[src/rtl/aes_stream_pkg.sv]
// Shared types and constants for the AES host-side stream controller.
package aes_stream_pkg;

  localparam int unsigned BLK = 128;

  localparam logic MODE_ENC = 1'b0;
  localparam logic MODE_DEC = 1'b1;

  typedef enum logic [1:0] {
    IDLE,
    RUN,
    UNLOAD
  } state_e;

  function automatic int unsigned nb(input int unsigned dw);
    return BLK / dw;
  endfunction

endpackage

[src/rtl/aes_shift_reg.sv]
// 128-bit register shifting left by DW bits per step, with a parallel-load port.
module aes_shift_reg
  import aes_stream_pkg::*;
#(
  parameter int unsigned DW = 8
) (
  input  logic           clk,
  input  logic           rst,
  input  logic           shift_en,
  input  logic [DW-1:0]  din,
  input  logic           load_en,
  input  logic [BLK-1:0] load_val,
  output logic [BLK-1:0] q
);

  logic [BLK-1:0] q_q, q_d;

  // Parallel load takes priority over a shift issued in the same cycle.
  always_comb begin
    q_d = q_q;
    if (load_en) begin
      q_d = load_val;
    end else if (shift_en) begin
      q_d = {q_q[BLK-1-DW:0], din};
    end
  end

  always_ff @(posedge clk or negedge rst) begin
    if (!rst) begin
      q_q <= '0;
    end else begin
      q_q <= q_d;
    end
  end

  assign q = q_q;

endmodule

[src/rtl/aes_stream_ctrl.sv]
// Host-side DW-bit beat stream controller for the 128-bit AES core.
// Define AES_AUTO_UNLOAD_EN to shift the result out automatically after core_done.
module aes_stream_ctrl
  import aes_stream_pkg::*;
#(
  parameter int unsigned DW = 8
) (
  input  logic           clk,
  input  logic           rst,
  input  logic [DW-1:0]  din,
  input  logic           loadkey,
  input  logic           load_shift,
  input  logic           staenc,
  input  logic           stadec,
  output logic [DW-1:0]  dout,
  output logic           dout_valid,
  output logic           busy,
  output logic           err,
  output logic [127:0]   core_key,
  output logic [127:0]   core_din,
  output logic           core_mode,
  output logic           core_start,
  input  logic [127:0]   core_dout,
  input  logic           core_done
);

  localparam int unsigned NB  = nb(DW);
  localparam int unsigned KCW = $clog2(NB + 1);

  state_e         state_q, state_d;
  logic [KCW-1:0] key_cnt_q, key_cnt_d;
  logic           err_q, err_d;
  logic           core_start_q, core_start_d;
  logic           mode_q, mode_d;
  logic           key_shift, data_shift, data_load;
  logic [DW-1:0]  data_din;
  logic           key_ok, any_cmd;

`ifdef AES_AUTO_UNLOAD_EN
  localparam int unsigned UCW = (NB > 2) ? $clog2(NB) : 1;
  logic [UCW-1:0] unl_cnt_q, unl_cnt_d;
`endif

  assign key_ok  = (key_cnt_q == KCW'(NB));
  assign any_cmd = loadkey | load_shift | staenc | stadec;

  always_comb begin
    state_d      = state_q;
    key_cnt_d    = key_cnt_q;
    err_d        = 1'b0;
    core_start_d = 1'b0;
    mode_d       = mode_q;
    key_shift    = 1'b0;
    data_shift   = 1'b0;
    data_load    = 1'b0;
    data_din     = din;
`ifdef AES_AUTO_UNLOAD_EN
    unl_cnt_d    = unl_cnt_q;
`endif
    case (state_q)
      IDLE: begin
        // Loads act this cycle, so a start issued alongside them sees the updated registers.
        if (loadkey) begin
          key_shift = 1'b1;
          err_d     = load_shift;
          if (!key_ok) key_cnt_d = key_cnt_q + 1'b1;
        end else begin
          data_shift = load_shift;
        end
        if (staenc | stadec) begin
          if ((staenc ^ stadec) && key_ok) begin
            core_start_d = 1'b1;
            mode_d       = stadec ? MODE_DEC : MODE_ENC;
            state_d      = RUN;
          end else begin
            err_d = 1'b1;
          end
        end
      end
      RUN: begin
        err_d = any_cmd;
        if (core_done) begin
          data_load = 1'b1;
`ifdef AES_AUTO_UNLOAD_EN
          state_d   = UNLOAD;
          unl_cnt_d = '0;
`else
          state_d   = IDLE;
`endif
        end
      end
      UNLOAD: begin
`ifdef AES_AUTO_UNLOAD_EN
        err_d      = any_cmd;
        data_shift = 1'b1;
        data_din   = '0;
        unl_cnt_d  = unl_cnt_q + 1'b1;
        if (unl_cnt_q == UCW'(NB - 1)) state_d = IDLE;
`else
        state_d = IDLE;
`endif
      end
      default: state_d = IDLE;
    endcase
  end

  always_ff @(posedge clk or negedge rst) begin
    if (!rst) begin
      state_q      <= IDLE;
      key_cnt_q    <= '0;
      err_q        <= 1'b0;
      core_start_q <= 1'b0;
      mode_q       <= MODE_ENC;
    end else begin
      state_q      <= state_d;
      key_cnt_q    <= key_cnt_d;
      err_q        <= err_d;
      core_start_q <= core_start_d;
      mode_q       <= mode_d;
    end
  end

`ifdef AES_AUTO_UNLOAD_EN
  always_ff @(posedge clk or negedge rst) begin
    if (!rst) begin
      unl_cnt_q <= '0;
    end else begin
      unl_cnt_q <= unl_cnt_d;
    end
  end
  assign dout_valid = (state_q == UNLOAD);
`else
  assign dout_valid = 1'b0;
`endif

  aes_shift_reg #(.DW(DW)) u_key_reg (
    .clk      (clk),
    .rst      (rst),
    .shift_en (key_shift),
    .din      (din),
    .load_en  (1'b0),
    .load_val ('0),
    .q        (core_key)
  );

  aes_shift_reg #(.DW(DW)) u_data_reg (
    .clk      (clk),
    .rst      (rst),
    .shift_en (data_shift),
    .din      (data_din),
    .load_en  (data_load),
    .load_val (core_dout),
    .q        (core_din)
  );

  assign dout       = core_din[BLK-1 -: DW];
  assign busy       = (state_q != IDLE);
  assign err        = err_q;
  assign core_mode  = mode_q;
  assign core_start = core_start_q;

endmodule

[config.mk]
export PLATFORM = sky130hd
export DESIGN_NAME = aes_stream_ctrl
export DESIGN_NICKNAME = d
export VERILOG_FILES = /design/src/rtl/aes_stream_pkg.sv /design/src/rtl/aes_shift_reg.sv /design/src/rtl/aes_stream_ctrl.sv
export SDC_FILE = /design/constraint.sdc
export NUM_CORES = 1
export LEC_CHECK = 0
export CORE_MARGIN = 5
export CORE_UTILIZATION = 43
export CTS_BUF_LIST = sky130_fd_sc_hd__clkbuf_8
export CTS_CLUSTER_SIZE = 14
export DETAILED_ROUTE_END_ITERATION = 16
export GPL_TIMING_DRIVEN = 1
export PLACE_DENSITY = 0.79
export SYNTH_ARGS = -nofsm -noshare
export SYNTH_HDL_FRONTEND = slang
export SYNTH_HIERARCHICAL = 1
export SYNTH_SLANG_ARGS = --single-unit
[constraint.sdc]
create_clock -name clk -period 1.7 [get_ports clk]
set_input_delay 0.34 -clock clk [delete_from_list [all_inputs] [get_ports clk]]
set_output_delay 0.34 -clock clk [all_outputs]
set_load 0.05 [all_outputs]
==> results of run 1 <==
[metrics by stage]
step,worst slack (ps),std cells,utilization (%),hold slack (ps),power [W]
2_1_floorplan,103,1291,-,44.4,0.0194
3_5_place_dp,-267,2046,58.9,306,0.0246
6_report,74.5,2126,62.0,319,0.0302
3_3_place_gp,-226,2046,58.9,294,0.0243
4_1_cts,6.09,2121,61.9,302,0.0303
5_1_grt,5.94,2126,62.0,327,0.0315
[synthesized netlist by cell type]
cell type / number / area [um^2]
sky130_fd_sc_hd__dfrtp_1: 265 / 6630
sky130_fd_sc_hd__mux2i_1: 256 / 2560
sky130_fd_sc_hd__nand2_1: 256 / 961
sky130_fd_sc_hd__o21ai_1: 240 / 1200
sky130_fd_sc_hd__clkbuf_1: 28 / 105
sky130_fd_sc_hd__buf_12: 26 / 521
sky130_fd_sc_hd__buf_2: 24 / 120
sky130_fd_sc_hd__o21ai_0: 19 / 95.1
sky130_fd_sc_hd__buf_4: 11 / 82.6
sky130_fd_sc_hd__inv_1: 7 / 26.3
sky130_fd_sc_hd__ha_1: 3 / 37.5
sky130_fd_sc_hd__xnor2_1: 3 / 26.3
sky130_fd_sc_hd__buf_1: 2 / 7.51
sky130_fd_sc_hd__buf_6: 2 / 22.5
sky130_fd_sc_hd__nand4_1: 2 / 12.5
sky130_fd_sc_hd__nor2b_2: 2 / 17.5
sky130_fd_sc_hd__a21o_1: 1 / 7.51
sky130_fd_sc_hd__and2_1: 1 / 6.26
sky130_fd_sc_hd__and3_1: 1 / 6.26
sky130_fd_sc_hd__and4bb_4: 1 / 16.3
sky130_fd_sc_hd__conb_1: 1 / 3.75
sky130_fd_sc_hd__mux2_2: 1 / 11.3
sky130_fd_sc_hd__mux2_4: 1 / 15.0
sky130_fd_sc_hd__nand2b_1: 1 / 6.26
sky130_fd_sc_hd__nand3b_1: 1 / 7.51
sky130_fd_sc_hd__nand4_4: 1 / 21.3
sky130_fd_sc_hd__nor3_1: 1 / 5.00
sky130_fd_sc_hd__nor3b_1: 1 / 7.51
sky130_fd_sc_hd__o32ai_1: 1 / 8.76
[power by group]
part,switching [W],total [W],internal (W)
logic,0.00979,0.0144,0.00456
clock network,0.00257,0.00564,0.00307
registers,0.00200,0.0102,0.00819
total,0.0144,0.0302,0.0158
[registers in the layout (all words and copies together) (netlist names)]
name          cells
core_start        1
state_q           1
core_mode         1
u_data_reg/q    128
key_cnt_q         5
err               1
u_key_reg/q     128
[cell type report]
class	instances	share of cell area, %
Antenna cell	4	0.0561
Clock buffer	52	4.01
Clock inverter	22	0.821
Inverter	7	0.147
Multi-Input combinational cell	926	31.1
Sequential cell	265	37.2
Tap cell	384	2.69
Timing Repair Buffer	466	24.0
[kinds of logic after synthesis]
family | share of synthesized area (%)
and+or+nand+nor | 8.50
DFF | 52.8
AOI/OAI and AO/OA | 10.5
muxes | 20.6
buffers and inverters | 7.05
adders and majority gates | 0.299
xor gates and xnor gates | 0.209
other | 0.0299
[per-layer routing]
metal  global-route usage, %  part of all wire, %  routed length (um)  vias to the layer above
li1                        -                    -                   -                     4957
met1                    29.8                   40               15900                     5106
met2                    38.8                   49               19700                      386
met3                    6.27                  7.3                2920                       83
met4                    9.20                  3.7                1470                        0
met5                       0                    0                   0                        -
[timing repair]
item,in CTS,in global routing
endpoints found under the setup margin,0,1
hold endpoints to repair,43,0
hold buffers,1,0
setup buffers,0,1
[final timing paths]
kind                            cells after the start                      from                           end
worst max-delay path                                2    state_q[0]$_DFFE_PN0P_                          busy
worst min register to register                      1  key_cnt_q[4]$_DFFE_PN0P_      key_cnt_q[4]$_DFFE_PN0P_
max in group asynchronous                           3                       rst  u_data_reg/q[94]$_DFFE_PN0P_
worst min-delay path                                2                       rst   u_data_reg/q[5]$_DFFE_PN0P_
worst max register to register                      6    state_q[0]$_DFFE_PN0P_   u_key_reg/q[41]$_DFFE_PN0P_
min in group clk                                    3             core_dout[10]  u_data_reg/q[10]$_DFFE_PN0P_
==> impl_metrics.ini, run 1 <==
[worst_setup_path]
worstPathBufferInverterCount = 2
crit_path_max_fanout = 7
path_cells = buf_4, buf_12
crit_family = flip-flops
worst_setup_ep_type = primary output
timing.setup.critical_path_class = reg -> out
timing.critical_path.arrival_ps = 1290
startpoint_types = flip-flop
stage_delay_of_the_slowest_cell_on_the_critical_path_ps = 430
r2r_setup_slack_ps = 150
slowest_stage = sky130_fd_sc_hd__dfrtp_2
critPathRequiredTime_ps = 1360

[place]
place_area_mm2 = 0.0169
weighted_congestion_reported_at_the_end_of_routability_driven_placement = 0.908
dp_hpwl_um = 29300
io_buffer_count = 410

[clock_tree]
tritoncts = yes
cts.sinks = 265
h-tree-depth = 2
cts_buffer_depth = 3
worst_setup_hold_path_clk_slew_ps = 60
cts_root_buffer = sky130_fd_sc_hd__clkbuf_8
worst_skew_pair.late_latency_ps = 550
tritoncts.num_buffers = 47
post_cts.resized_instances = 0

[yosys]
synthCells = 1159
synth.distinct_cells = 29
postSynthRegisterBits = 265
postSynthAreaPerCell_um2 = 10.8
synth-warning-count = 6
cell_area_after_technology_mapping_mm2 = 0.0126
ys_seq_area_share_pct = 52.8

[sta]
clock-skew-final_ps = 28.1
setup_violations = 0
setup-tns-final_ps = 0
layout_worst_path_cycle_share_pct = 95.6
final-hold-violation-count = 0
rsz_0062_raised_after_global_routing = no
period_needed_ps = 1630
timing.final.max_slew_violations = 0
fmax_mhz = 615

[die]
initial_core_util_pct = 43.6
floorplan.die.height_um = 181
boundaryPins = 412
fp-row-count = 62
fp.dieArea_mm2 = 0.0327
fp.coreArea_mm2 = 0.0288
die_x_um = 181

[global_routing]
wire_length_of_the_first_global_routing_pass_um = 62800
vias_in_the_first_global_route = 10900
antenna_found_initial = 4
largest_net_degree_at_the_start_of_global_routing = 101
grt_remaining_overflow = 0
gr-usage-all-layers_pct = 23.6

[final_layout]
finish.net_count = 1859
multi_input_comb_area_mm2 = 0.00555
fillCellCount = 2321
final_design_area_no_fill_mm2 = 0.0178
flow.area_growth_from_synthesis_pct = 42.1
mostFrequentLayoutCells = 290 x sky130_fd_sc_hd__buf_4, 264 x sky130_fd_sc_hd__dfrtp_1, 256 x sky130_fd_sc_hd__mux2i_1, 256 x sky130_fd_sc_hd__nand2_1, 240 x sky130_fd_sc_hd__o21ai_1
regArea_mm2 = 0.00663
commonest_non_fill_non_tap_cell_in_the_layout = sky130_fd_sc_hd__buf_4
post_route_cells_drive_above_1_share_pct = 22.5

[power_and_ir_drop]
total_leakage_power_nw = 8.24
cellPowerDensity_mw_per_mm2 = 1690
ir_worst_vdd_mv = 0.764

[status]
run_status = complete, no violations

[drt]
drt_pass1_iterations = 5
via_count = 10500
drtIter0Drc = 747
route.detailed.wl_per_inst_um = 18.8
wl_um = 40000
route.antenna.remaining_nets = 0
post_drt_via_cell_ratio = 4.95
drcViolationCount = 0

[hold_path]
hold_path.class = in -> async

[job]
maxCapViolCount = 0
Power figures use the tool's default switching activity.
==> run 2: changes to the inputs <==
--- a/config.mk
+++ b/config.mk
@@ -5,7 +5,8 @@
 export SDC_FILE = /design/constraint.sdc
 export NUM_CORES = 1
 export LEC_CHECK = 0
-export CORE_MARGIN = 5
+export CORE_ASPECT_RATIO = 0.8
+export CORE_MARGIN = 2
 export CORE_UTILIZATION = 43
 export CTS_BUF_LIST = sky130_fd_sc_hd__clkbuf_8
 export CTS_CLUSTER_SIZE = 14
==> impl_metrics.ini, run 2 (synthesized netlist as in run 1, its figures left out) <==
[worst_setup_path]
timing.reg2reg.worst_path_depth = 6
timing.critical_path.arrival_ps = 2100
worst_setup_ep_type = flip-flop
r2r_setup_slack_ps = 10
startpoint_types = flip-flop
crit_path_max_fanout = 9
regToRegEndpoint = u_data_reg/q[114]$_DFFE_PN0P_
reg2reg_from = state_q[0]$_DFFE_PN0P_
critPathRequiredTime_ps = 2110
timing.setup.critical_path_class = reg -> reg

[place]
io_buffer_count = 410
dp_hpwl_um = 26800
weighted_congestion_reported_at_the_end_of_routability_driven_placement = 0.856
place_area_mm2 = 0.0169
preCtsSetupSlack_ps = -266
placed_cells = 2030

[die]
fp.dieArea_mm2 = 0.0306
floorplan.die.height_um = 157
fp.coreArea_mm2 = 0.0285
fp-row-count = 55
die_x_um = 195
boundaryPins = 412
initial_core_util_pct = 44.1

[drt]
drt_pass1_iterations = 5
route.detailed.wl_per_inst_um = 17.8
drcViolationCount = 0
drtIter0Drc = 572
wl_um = 37600
post_drt_via_cell_ratio = 4.93
via_count = 10400
route.antenna.remaining_nets = 0

[sta]
clock-skew-final_ps = 25.4
setup_violations = 0
timing.final.max_slew_violations = 0
period_needed_ps = 1690
layout_worst_path_cycle_share_pct = 99.3
fmax_mhz = 592
final-hold-violation-count = 0
final.setup.worst_slack_ps = 11.6
rsz_0062_raised_after_global_routing = yes

[final_layout]
fillCellCount = 2293
commonest_non_fill_non_tap_cell_in_the_layout = sky130_fd_sc_hd__buf_4
multi_input_comb_area_mm2 = 0.00556
post_route_cells_drive_above_1_share_pct = 22.8
mostFrequentLayoutCells = 283 x sky130_fd_sc_hd__buf_4, 264 x sky130_fd_sc_hd__dfrtp_1, 256 x sky130_fd_sc_hd__nand2_1
regArea_mm2 = 0.00663
final_cell_count_no_fill = 2115
flow.area_growth_from_synthesis_pct = 42.7
final_design_area_no_fill_mm2 = 0.0179
finish.net_count = 1859

[global_routing]
largest_net_degree_at_the_start_of_global_routing = 101
vias_in_the_first_global_route = 10300
grt_remaining_overflow = 0
wire_length_of_the_first_global_routing_pass_um = 57000
gr-usage-all-layers_pct = 23.4
antenna_found_initial = 0

[status]
run_status = complete, no violations

[hold_path]
hold_path.class = in -> reg
worst_hold_startpoint = core_dout[52]
whs_endpoint = u_data_reg/q[52]$_DFFE_PN0P_
hold_path_depth = 3

[clock_tree]
cts.sinks = 265
cts_buffer_depth = 3
tritoncts = yes
tritoncts.num_buffers = 44
worst_skew_pair.late_latency_ps = 560
cts_root_buffer = sky130_fd_sc_hd__clkbuf_8
h-tree-depth = 2
worst_setup_hold_path_clk_slew_ps = 60

[power_and_ir_drop]
total_leakage_power_nw = 8.28
switching_share_pct = 47.6
internal_power_w = 0.0156
cellPowerDensity_mw_per_mm2 = 1670
p_seq_share_pct = 34.1
ir_worst_vdd_mv = 1.43
share_comb_of_total_power_pct = 47.7
power_frac_clock_pct = 18.2
sw_power_w = 0.0142

[job]
maxCapViolCount = 0
-- run 2: cell types whose count changed in the layout (fill, tap and decap cells not counted), moves of 2 or more --
cell and change:
sky130_fd_sc_hd__clkbuf_8 +2, sky130_fd_sc_hd__mux2i_2 +2, sky130_fd_sc_hd__buf_4 -7, sky130_fd_sc_hd__clkbuf_16 +4, sky130_fd_sc_hd__diode_2 -3, sky130_fd_sc_hd__buf_6 +6, sky130_fd_sc_hd__mux2i_1 -2, sky130_fd_sc_hd__bufinv_16 -2
sky130_fd_sc_hd__clkinv_2 +2
-- run 2: timing repair --
action	4_1_cts	5_1_grt
endpoints found under the hold margin	39	0
setup endpoints to repair	1	48
hold buffers	1	0
setup buffers	1	1
resized for setup	0	8
pin swaps	0	1
cloned	0	4
-- run 2: worst max path at each step --
| stage | endpoint | depth (start not counted) | startpoint |
|---|---|---|---|
| after global routing | u_data_reg/q[114]$_DFFE_PN0P_ | 6 | state_q[0]$_DFFE_PN0P_ |
| after detailed placement | u_key_reg/q[65]$_DFFE_PN0P_ | 6 | loadkey |
| after global placement | u_key_reg/q[82]$_DFFE_PN0P_ | 6 | loadkey |
| final | u_data_reg/q[114]$_DFFE_PN0P_ | 6 | state_q[0]$_DFFE_PN0P_ |
| after floorplan | u_data_reg/q[113]$_DFFE_PN0P_ | 5 | state_q[0]$_DFFE_PN0P_ |
| after CTS | busy | 2 | state_q[0]$_DFFE_PN0P_ |
-- run 2: power groups by stage --
stage                     Combinational (W)  Sequential (W)  Clock (W)
after floorplan                     0.00346          0.0159          0
after global placement               0.0140          0.0102          0
after detailed placement             0.0142          0.0102          0
after CTS                            0.0142          0.0102    0.00555
after global routing                 0.0149          0.0104    0.00584
final                                0.0143          0.0102    0.00542
-- run 2: layout make-up --
type | instances | share of cell area, %
Timing Repair Buffer | 469 | 24.5
Inverter | 7 | 0.147
Tap cell | 370 | 2.58
Sequential cell | 265 | 37.0
Clock inverter | 23 | 0.552
Multi-Input combinational cell | 926 | 31.0
Clock buffer | 54 | 4.15
Antenna cell | 1 | 0.0140
-- run 2: worst max-delay path, stage by stage (launching register included) --
cell and delay (ps):
sky130_fd_sc_hd__dfrtp_2 430, sky130_fd_sc_hd__buf_12 140, sky130_fd_sc_hd__nor3b_4 230, sky130_fd_sc_hd__buf_6 230, sky130_fd_sc_hd__buf_12 160, sky130_fd_sc_hd__mux2i_1 230
sky130_fd_sc_hd__o21ai_1 120
-- run 2: metal layers --
| metal | part of all wire [%] | up-vias | track usage [%] | wire length [um] |
|---|---|---|---|---|
| met5 | 0 | - | 0 | 0 |
| met4 | 3.0 | 0 | 9.05 | 1140 |
| met3 | 5.9 | 73 | 4.42 | 2200 |
| met2 | 48 | 352 | 38.0 | 18100 |
| met1 | 43 | 5027 | 31.2 | 16100 |
| li1 | - | 4968 | - | - |
-- run 2: metrics by stage --
stage	util, %	TNS, ps	hold WS (ps)	power, W
detailed placement	59.3	-55610	310	0.0244
global placement	59.3	-41540	308	0.0242
floorplan	-	0	44.4	0.0194
CTS	62.4	0	271	0.0299
global route	62.9	-323	296	0.0311
finish	62.9	0	320	0.0299
